File: src/rtl/regfile_pkg.sv
// Shared register-file types: port widths and the writeback queue entry.
package regfile_pkg;

  localparam int REG_ADDR_W = 5;
  localparam int REG_DATA_W = 32;
  localparam int NUM_REGS   = 32;

  typedef struct packed {
    logic                  live;
    logic [REG_ADDR_W-1:0] addr;
    logic [REG_DATA_W-1:0] data;
  } wb_entry_t;

  function automatic logic [NUM_REGS-1:0] reg_onehot(
    input logic [REG_ADDR_W-1:0] a
  );
    return NUM_REGS'(1) << a;
  endfunction

endpackage

File: src/rtl/wb_fifo.sv
// Ordered MDU result queue with kill-by-address; all slots visible.
module wb_fifo
  import regfile_pkg::*;
#(
  parameter  int DEPTH = 4,
  localparam int PW    = $clog2(DEPTH)
) (
  input  logic                   clk,
  input  logic                   Reset,
  input  logic                   i_push,
  input  wb_entry_t              i_push_entry,
  input  logic                   i_pop,
  input  logic                   i_kill,
  input  logic [REG_ADDR_W-1:0]  i_kill_addr,
  output wb_entry_t [DEPTH-1:0]  o_entries,
  output logic [PW-1:0]          o_rd_ptr,
  output logic [PW:0]            o_count
);

  wb_entry_t [DEPTH-1:0] r_mem;
  logic [PW-1:0]         r_rd;
  logic [PW-1:0]         r_wr;
  logic [PW:0]           r_cnt;

  // Free slots always hold live=0, so kill and pending may scan every slot.
  always_ff @(posedge clk) begin
    if (Reset) begin
      r_rd  <= '0;
      r_wr  <= '0;
      r_cnt <= '0;
      for (int i = 0; i < DEPTH; i++)
        r_mem[i].live <= 1'b0;
    end else begin
      for (int i = 0; i < DEPTH; i++)
        if (i_kill && r_mem[i].live &&
            r_mem[i].addr == i_kill_addr)
          r_mem[i].live <= 1'b0;
      if (i_pop) begin
        r_mem[r_rd].live <= 1'b0;
        r_rd             <= r_rd + PW'(1);
      end
      if (i_push) begin
        r_mem[r_wr] <= i_push_entry;
        r_wr        <= r_wr + PW'(1);
      end
      r_cnt <= r_cnt + (PW+1)'(i_push)
                     - (PW+1)'(i_pop);
    end
  end

  assign o_entries = r_mem;
  assign o_rd_ptr  = r_rd;
  assign o_count   = r_cnt;

endmodule

File: src/rtl/wb_write_ctrl.sv
// Writeback arbiter merging ALU slot and queued MDU results onto one regfile port.
// Optional forwarding ports are built when WB_FWD_EN is defined.
module wb_write_ctrl
  import regfile_pkg::*;
#(
  parameter  int DEPTH      = 4,
  parameter  int STARVE_MAX = 8,
  localparam int CW         = $clog2(DEPTH),
  localparam int SW         = $clog2(STARVE_MAX + 1)
) (
  input  logic                   clk,
  input  logic                   Reset,
  input  logic                   alu_valid,
  input  logic [REG_ADDR_W-1:0]  alu_addr,
  input  logic [REG_DATA_W-1:0]  alu_data,
  output logic                   wb_stall,
  input  logic                   mdu_valid,
  output logic                   mdu_ready,
  input  logic [REG_ADDR_W-1:0]  mdu_addr,
  input  logic [REG_DATA_W-1:0]  mdu_data,
  output logic [REG_ADDR_W-1:0]  WriteAddr,
  output logic [REG_DATA_W-1:0]  WriteData,
  output logic                   RegWrite,
  output logic [NUM_REGS-1:0]    pending,
  output logic [CW:0]            q_count
`ifdef WB_FWD_EN
  ,
  input  logic [REG_ADDR_W-1:0]  fwd_addr_a,
  input  logic [REG_ADDR_W-1:0]  fwd_addr_b,
  output logic                   fwd_hit_a,
  output logic                   fwd_hit_b,
  output logic [REG_DATA_W-1:0]  fwd_data_a,
  output logic [REG_DATA_W-1:0]  fwd_data_b
`endif
);

  wb_entry_t [DEPTH-1:0] w_entries;
  wb_entry_t             w_head;
  wb_entry_t             w_push_entry;
  logic [CW-1:0]         w_rd_ptr;
  logic [CW:0]           w_count;
  logic                  w_nonempty;
  logic                  w_alu_win;
  logic                  w_pop;
  logic                  w_push;
  logic [NUM_REGS-1:0]   w_pending;
  logic [SW-1:0]         r_starve;

  assign w_nonempty = (w_count != '0);
  assign wb_stall   = (r_starve == SW'(STARVE_MAX)) && w_nonempty;
  assign w_alu_win  = !wb_stall && alu_valid && (alu_addr != '0);
  assign w_pop      = w_nonempty && !w_alu_win;
  assign mdu_ready  = !Reset && (w_count < (CW+1)'(DEPTH));
  assign w_push     = mdu_valid && mdu_ready;
  assign w_head     = w_entries[w_rd_ptr];
  assign q_count    = w_count;

  assign w_push_entry.live = (mdu_addr != '0);
  assign w_push_entry.addr = mdu_addr;
  assign w_push_entry.data = mdu_data;

  wb_fifo #(.DEPTH(DEPTH)) u_fifo (
    .clk          (clk),
    .Reset        (Reset),
    .i_push       (w_push),
    .i_push_entry (w_push_entry),
    .i_pop        (w_pop),
    .i_kill       (w_alu_win),
    .i_kill_addr  (alu_addr),
    .o_entries    (w_entries),
    .o_rd_ptr     (w_rd_ptr),
    .o_count      (w_count)
  );

  always_ff @(posedge clk) begin
    if (Reset) begin
      RegWrite  <= 1'b0;
      WriteAddr <= '0;
      WriteData <= '0;
      r_starve  <= '0;
    end else begin
      RegWrite <= w_alu_win || (w_pop && w_head.live);
      if (w_alu_win) begin
        WriteAddr <= alu_addr;
        WriteData <= alu_data;
      end else if (w_pop && w_head.live) begin
        WriteAddr <= w_head.addr;
        WriteData <= w_head.data;
      end
      if (w_alu_win && w_nonempty)
        r_starve <= (r_starve == SW'(STARVE_MAX)) ?
                    r_starve : r_starve + SW'(1);
      else
        r_starve <= '0;
    end
  end

  always_comb begin
    w_pending = '0;
    for (int i = 0; i < DEPTH; i++)
      if (w_entries[i].live)
        w_pending = w_pending | reg_onehot(w_entries[i].addr);
    w_pending[0] = 1'b0;
  end

  assign pending = w_pending;

`ifdef WB_FWD_EN
  // Scan oldest to youngest so the youngest match wins; write stage overrides.
  function automatic logic [REG_DATA_W:0] fwd_lookup(
    input logic [REG_ADDR_W-1:0] a
  );
    logic                  hit;
    logic [REG_DATA_W-1:0] d;
    logic [CW-1:0]         idx;
    hit = 1'b0;
    d   = '0;
    for (int k = 0; k < DEPTH; k++) begin
      idx = w_rd_ptr + CW'(k);
      if (w_entries[idx].live && w_entries[idx].addr == a) begin
        hit = 1'b1;
        d   = w_entries[idx].data;
      end
    end
    if (RegWrite && WriteAddr == a) begin
      hit = 1'b1;
      d   = WriteData;
    end
    if (a == '0)
      hit = 1'b0;
    return {hit, d};
  endfunction

  always_comb begin
    {fwd_hit_a, fwd_data_a} = fwd_lookup(fwd_addr_a);
    {fwd_hit_b, fwd_data_b} = fwd_lookup(fwd_addr_b);
  end
`endif

endmodule
File: config.mk
export PLATFORM = sky130hd
export DESIGN_NAME = wb_write_ctrl
export DESIGN_NICKNAME = d
export VERILOG_FILES = /design/src/rtl/regfile_pkg.sv /design/src/rtl/wb_fifo.sv /design/src/rtl/wb_write_ctrl.sv
export SDC_FILE = /design/constraint.sdc
export NUM_CORES = 1
export LEC_CHECK = 0
export ABC_AREA = 1
export ABC_CLOCK_PERIOD_IN_PS = 3000
export CAP_MARGIN = 10
export CORE_UTILIZATION = 45
export DETAILED_ROUTE_END_ITERATION = 6
export MAX_ROUTING_LAYER = met4
export PLACE_DENSITY = 0.75
export SLEW_MARGIN = 0
export SYNTH_ARGS = -nofsm -noshare
export SYNTH_HDL_FRONTEND = slang
export SYNTH_SLANG_ARGS = --single-unit
File: constraint.sdc
create_clock -name clk -period 3 [get_ports clk]
set_input_delay 0.3 -clock clk [delete_from_list [all_inputs] [get_ports clk]]
set_output_delay 0.3 -clock clk [all_outputs]
set_load 0.01 [all_outputs]
* Word-level counts from Yosys, hierarchy flattened
Cells that the tools add are included.
** Storage, ports and cells
- Output and inout bits :: 75
- Bits in registers :: 201
- Input port bits :: 78
- Word-level logic and storage cells :: 96
** Cells by class
- Reductions and logical operators :: 27
- Shift operators :: 4
- Multiplexer cells :: 27
- $add $sub $neg :: 5
- Magnitude comparators :: 5
- Bitwise logic cells :: 4
- Eq/ne operators :: 5
** Operators by type and width (count)
- 2-to-1 mux 152 bit :: 3
- bitwise mux 152 bit :: 2
- 2-to-1 mux 32 bit :: 6
- demux 38 bit (select 2 bit) :: 2
- left shift 1 x 5 -> 32 bit (first input constant) :: 4
- 2-to-1 mux 38 bit :: 3
- OR 32 bit :: 3
- binary-select mux 38 bit (select 2 bit) :: 1
- equality test 5 bit :: 4
- logical AND 1 bit :: 18
- 2-to-1 mux 5 bit :: 2
- nonzero test 5 bit :: 2
- 2-to-1 mux 1 bit :: 8
- < comparator 2 x 3 -> 1 bit (second input constant) :: 2
- adder 2 x 1 -> 2 bit (second input constant) :: 2
- adder 4 x 1 -> 4 bit (second input constant) :: 1
- equality test 4 bit (second input constant) :: 1
- greater-or-equal comparator 2 x 1 -> 1 bit (second input constant) :: 2
- adder 3 x 1 -> 3 bit :: 1
- zero test 1 bit :: 3
- < comparator 3 bit (second input constant) :: 1
- nonzero test 3 bit :: 1
- subtractor 3 x 1 -> 3 bit :: 1
- nonzero test 2 bit :: 1
- 3 further kinds :: 3

* Longest topological paths before layout
- Depth after elaboration :: 14
- Gate-level depth with buffers :: 15
- Mapped depth without buffers :: 14

* By module
Synthesis repeated with hierarchy kept, for this count alone.
** Second synthesis, totals
- Cell total of the unflattened synthesis :: 1384
- Area total of the unflattened synthesis :: 10691.5 µm²
** By module, submodules not included
- wb_fifo :: sequential area each 4664.5 µm², times used 1, cells each 524, area an instance 6188.4 µm²
- wb_write_ctrl :: sequential area each 840.8 µm², times used 1, cells each 860, area an instance 4503.1 µm²

* Least setup slack after synthesis
Ideal clock, no wire load.
- Path type :: flip-flop to flip-flop
- From :: reg r_starve[0]
- To :: reg u_fifo.r_cnt[2], in the netlist u_fifo.o_count[2]
- Path buffers :: 1
- Clock period less this slack :: 2371 ps
- Path slack :: 629 ps
- Library setup time :: 128 ps
- Stages on the path, launching flop included :: 16
- Required time :: 2872 ps
- Data arrival time :: 2243 ps
- Cell sequence :: dfxtp_1 inv_1 ha_1 nand2_1 nor2_2 nand2_4 nand3_4 buf_6 nand2_1 xor2_1 ha_1 inv_1 fa_1 xor2_1 o21ai_0 a21oi_1
** On the way
- Word-level cells in the longest chain between the ends :: 8
** RTL lines
- from (decl) :: line wb_write_ctrl.sv:47 : logic [SW-1:0] r_starve;
- from (signal assigned) :: line wb_write_ctrl.sv:91 : r_starve <= (r_starve == SW'(STARVE_MAX)) ?
- equality test 4 bit :: line wb_write_ctrl.sv:50 : assign wb_stall = (r_starve == SW'(STARVE_MAX)) && w_nonempty;
- logical AND 1 bit :: line wb_write_ctrl.sv:50
- zero test 1 bit :: line wb_write_ctrl.sv:51 : assign w_alu_win = !wb_stall && alu_valid && (alu_addr != '0);
- logical AND 1 bit (2 in a row) :: line wb_write_ctrl.sv:51
- zero test 1 bit :: line wb_write_ctrl.sv:52 : assign w_pop = w_nonempty && !w_alu_win;
- logical AND 1 bit :: line wb_write_ctrl.sv:52
- subtractor 3 x 1 -> 3 bit :: line wb_fifo.sv:47 : - (PW+1)'(i_pop);
- to (signal assigned) :: line wb_fifo.sv:46 : r_cnt <= r_cnt + (PW+1)'(i_push)
- to (decl) :: line wb_fifo.sv:23 : logic [PW:0] r_cnt;
No other way between the ends.
A chain may end at the register's enable or synchronous reset.

* Worst setup path after layout
- From :: reg u_fifo.r_mem, in the netlist u_fifo.o_entries[149]
- To :: out pending[11]
** On the way
- Word-level cells in the longest chain between the ends :: 3
** RTL lines
- from (decl) :: line wb_fifo.sv:20 : wb_entry_t [DEPTH-1:0] r_mem;
- from (signal, indexed assignment) :: line wb_fifo.sv:43 : r_mem[r_wr] <= i_push_entry;
- left shift 1 x 5 -> 32 bit :: line regfile_pkg.sv:17 : return NUM_REGS'(1) << a;
- OR 32 bit :: line wb_write_ctrl.sv:102 : w_pending = w_pending | reg_onehot(w_entries[i].addr);
- 2-to-1 mux 32 bit :: line wb_write_ctrl.sv:101 : if (w_entries[i].live)
- to (decl) :: line wb_write_ctrl.sv:24 : output logic [NUM_REGS-1:0] pending,
No other way between the ends.

==> results.md <==
- Clock skew: 0.02595 ns
- Cell variety after synth: 40
- Global-route wire length before repair: 50,370 um
- Die W: approximately 160 um
- Register Area: between 5000 and 6000 um2
- Filler Cells Inserted: 2,016
- Seq pwr share: 0.417
- Max Clk Rate: 0.3430 GHz
- Largest net degree at the start of global routing: 67
- Ant diodes: 0
- Num ports: 153
- Root Buffer Master: clkbuf_16
- Synth warnings: 0
- Slew headroom: 0.5087
- Post-synthesis register bit count: 201
- Minimum clock period: 2.915 ns
- TritonCTS Buffers: 22
- Reg2reg start: r_starve[0]$_SDFFE_PP0N_
- Clock tree sinks: around 200
- Clock Power Share: 0.328
- Cell Int Power: 5.528 mW
- Clock transition at path regs: approximately 0.060 ns
- Synth area leaders: edfxtp_1 42%, nand2_1 13%, dfxtp_1 10%
- Critical hold path startpoint: alu_data[7]
- Worst hold slack: 0.4159 ns
- Most frequent cells in the layout: 365 x nand2_1, 202 x nor2_1, 151 x clkdlybuf4s50_1
- Global placement routability congestion: 1.007
- Critical path arrival: 2.62 ns
- Final Routed Wirelength: 32,420 um
- Kind of critical path: reg2out
- Avg WL per Cell: 18.35 um
- Htree depth: 1
- Pre-CTS WS: 0.2355 ns
- CTS tree: yes
- GR met1 Demand/Resource: 0.3864
- Post-synth EDFFs: 148
- Most common cell after layout, fill and taps aside: nand2_1
- Hold_buf cts: 0
- Synth Flop Type: edfxtp_1
- Sequential area share after synthesis: 0.5225
- Worst EP required: ~2.7 ns
- R2r worst-path depth: 14
- Leading area contributor after synthesis: edfxtp_1
- DRC violations left: 0
- Leakage Power: 5.295 nW
- Critical path fanouts, max: 10
- Met3 Resource Use GR: 0.05627
- Critical path endpoint category: output port
- DRT iter0 DRCs: just over 900
- Final Cycle Share: 0.9717
- Least-Margin Pin Slew: 0.7370 ns
- Multi-input gate area: between 4000 and 5000 um2
- FP Rows: 55
- Cell Pwr Density: 616.1 nW/um2
- Hold Path Depth: 5
- Setup crit start kind: flop
- Vias: about 9,600
- Post-DRT Antenna Nets: 0
- Sw Ratio: 0.3154
- Port bufs: ~150
- Mean Syn Cell Area: 8.142 um2
- Cell count after synthesis: approximately 1,300
- Met2 GRT Util: 0.4230
- Gr ovfl total: 0
- Initial Utilization: 0.4626
- Worst hold path class: in2reg
- Outcome: finished, final reports clean
- Clock Latency Late Sink: just over 0.5 ns
- Setup ws final: 0.08493 ns
- Die span in y: ~160 um
- Busiest layer in global routing: met2
- Initial antenna violation count: 0
- Syn Nets: 1,384
- Vias in the first global route: 9,167
- Hold Path Sink: WriteData[7]$_SDFFE_PP0P_
- Switching power: 2.547 mW
- Final Max Slew Viols: 0
- Vias per cell: roughly 5.4
- Total GRT Usage: 0.2793
- RSZ-0062 raised after global routing: true
- VDD IR-drop max: 0.4025 mV
- Post-synth top area share: 0.4218
- Combinational power share: 0.255
- # Max-Cap Violations: 0
- Mapped Area: around 11,000 um2
- Final setup vio count: 0
- Layout cells sized above 1: 0.06878
- TritonRoute pass-1 iters: 5
- FF-to-FF End: u_fifo.o_count[2]$_SDFF_PP0_
- Maximum root-to-sink buffer count: 3
- Final net count: 1,528
- Final Hold Fails: 0
- Reg-to-reg slack, setup: 0.54 ns
- Layout area overhead: 24.40%
- Core box area: between 20,000 and 25,000 um2
- Die ar.: 24,030 um2
- Ys async rst share: 0
- HPWL Detailed: 21,740 um
Yosys cell counts, types with 10 or more instances:
library cell / n
nand2_1: 365
nor2_1: 204
edfxtp_1: 148
inv_1: 108
a21oi_1: 80
nand3_1: 69
o21ai_0: 67
dfxtp_1: 53
buf_2: 28
nor3_1: 22
clkbuf_1: 20
o22ai_1: 16
buf_6: 15
nand4_1: 14
a22oi_1: 11
ha_1: 11
buf_4: 10
cell type report:
type,instances,share of cell area
clock inverters,10,0.008496
flip-flops and latches,201,0.4201
multi-input cells,907,0.3197
inverters,112,0.03226
clock buffers,30,0.04582
repair buffers,194,0.1438
well taps,313,0.02988
state kept, by name (all words and copies together), names as in the netlist:
register	cells
u_fifo.o_rd_ptr	2
RegWrite	1
WriteAddr	5
u_fifo.o_entries	152
u_fifo.o_count	3
WriteData	32
u_fifo.r_wr	2
r_starve	4
stage by stage:
step	util	power, mW	instance area (um2)	TNS [ns]	instances
final	0.5754	8.075	13110	0	1767
after global routing	0.5754	8.457	13110	-0.005525	1767
after global placement	0.5412	5.406	12330	0	1724
after floorplan	-	4.624	10540	0	1294
after CTS	0.5724	8.081	13040	0	1764
after detailed placement	0.5412	5.444	12330	0	1724
power by group through the flow:
stage	sequential (mW)	combinational [mW]	clock, mW
floorplan	3.41	1.21	0
global placement	3.41	1.99	0
detailed placement	3.42	2.03	0
CTS	3.36	2.05	2.67
global route	3.39	2.28	2.79
finish	3.36	2.06	2.65
repair_timing:
| item | CTS | global route |
|---|---|---|
| setup buffers | 0 | 3 |
| gates resized for setup | 0 | 10 |
| endpoints found under the setup margin | 0 | 15 |
layer usage:
layer  up-vias  part of all wire
met5         -                 0
met4         0             0.015
met3        50              0.11
met2       563              0.45
met1      4442              0.43
li1       4564                 -
critical path, stage by stage, from the launching register on:
cell and delay [ns]:
edfxtp_1 0.64, inv_1 0.25, nor4_2 0.42, nand2_1 0.09, nand4_1 0.15, clkdlybuf4s50_1 0.55
worst max-delay path by stage:
stage / cells past startpoint / slack (ns) / start / endpoint
after floorplan: 15 / 0.63 / r_starve[0]$_SDFFE_PP0N_ / u_fifo.o_count[2]$_SDFF_PP0_
after global placement: 12 / 0.37 / alu_addr[4] / u_fifo.o_count[2]$_SDFF_PP0_
after detailed placement: 12 / 0.24 / alu_addr[4] / u_fifo.o_count[2]$_SDFF_PP0_
after CTS: 6 / 0.03 / u_fifo.o_entries[147]$_DFFE_PP_ / pending[10]
after global routing: 5 / -0.006 / u_fifo.o_entries[149]$_DFFE_PP_ / pending[11]
final: 5 / 0.08 / u_fifo.o_entries[149]$_DFFE_PP_ / pending[11]
cell families after synthesis:
kind of cell,count (synthesis),synth area share
buffers and inverters,186,0.08419
AND/OR/NAND/NOR,690,0.2689
AO/OA/AOI/OAI,198,0.1041
adder cells (fa/ha/maj),12,0.01496
XOR/XNOR,6,0.004988
other,1,0.0003559
flip-flops,201,0.5225
(Power assumes the default switching activity.)
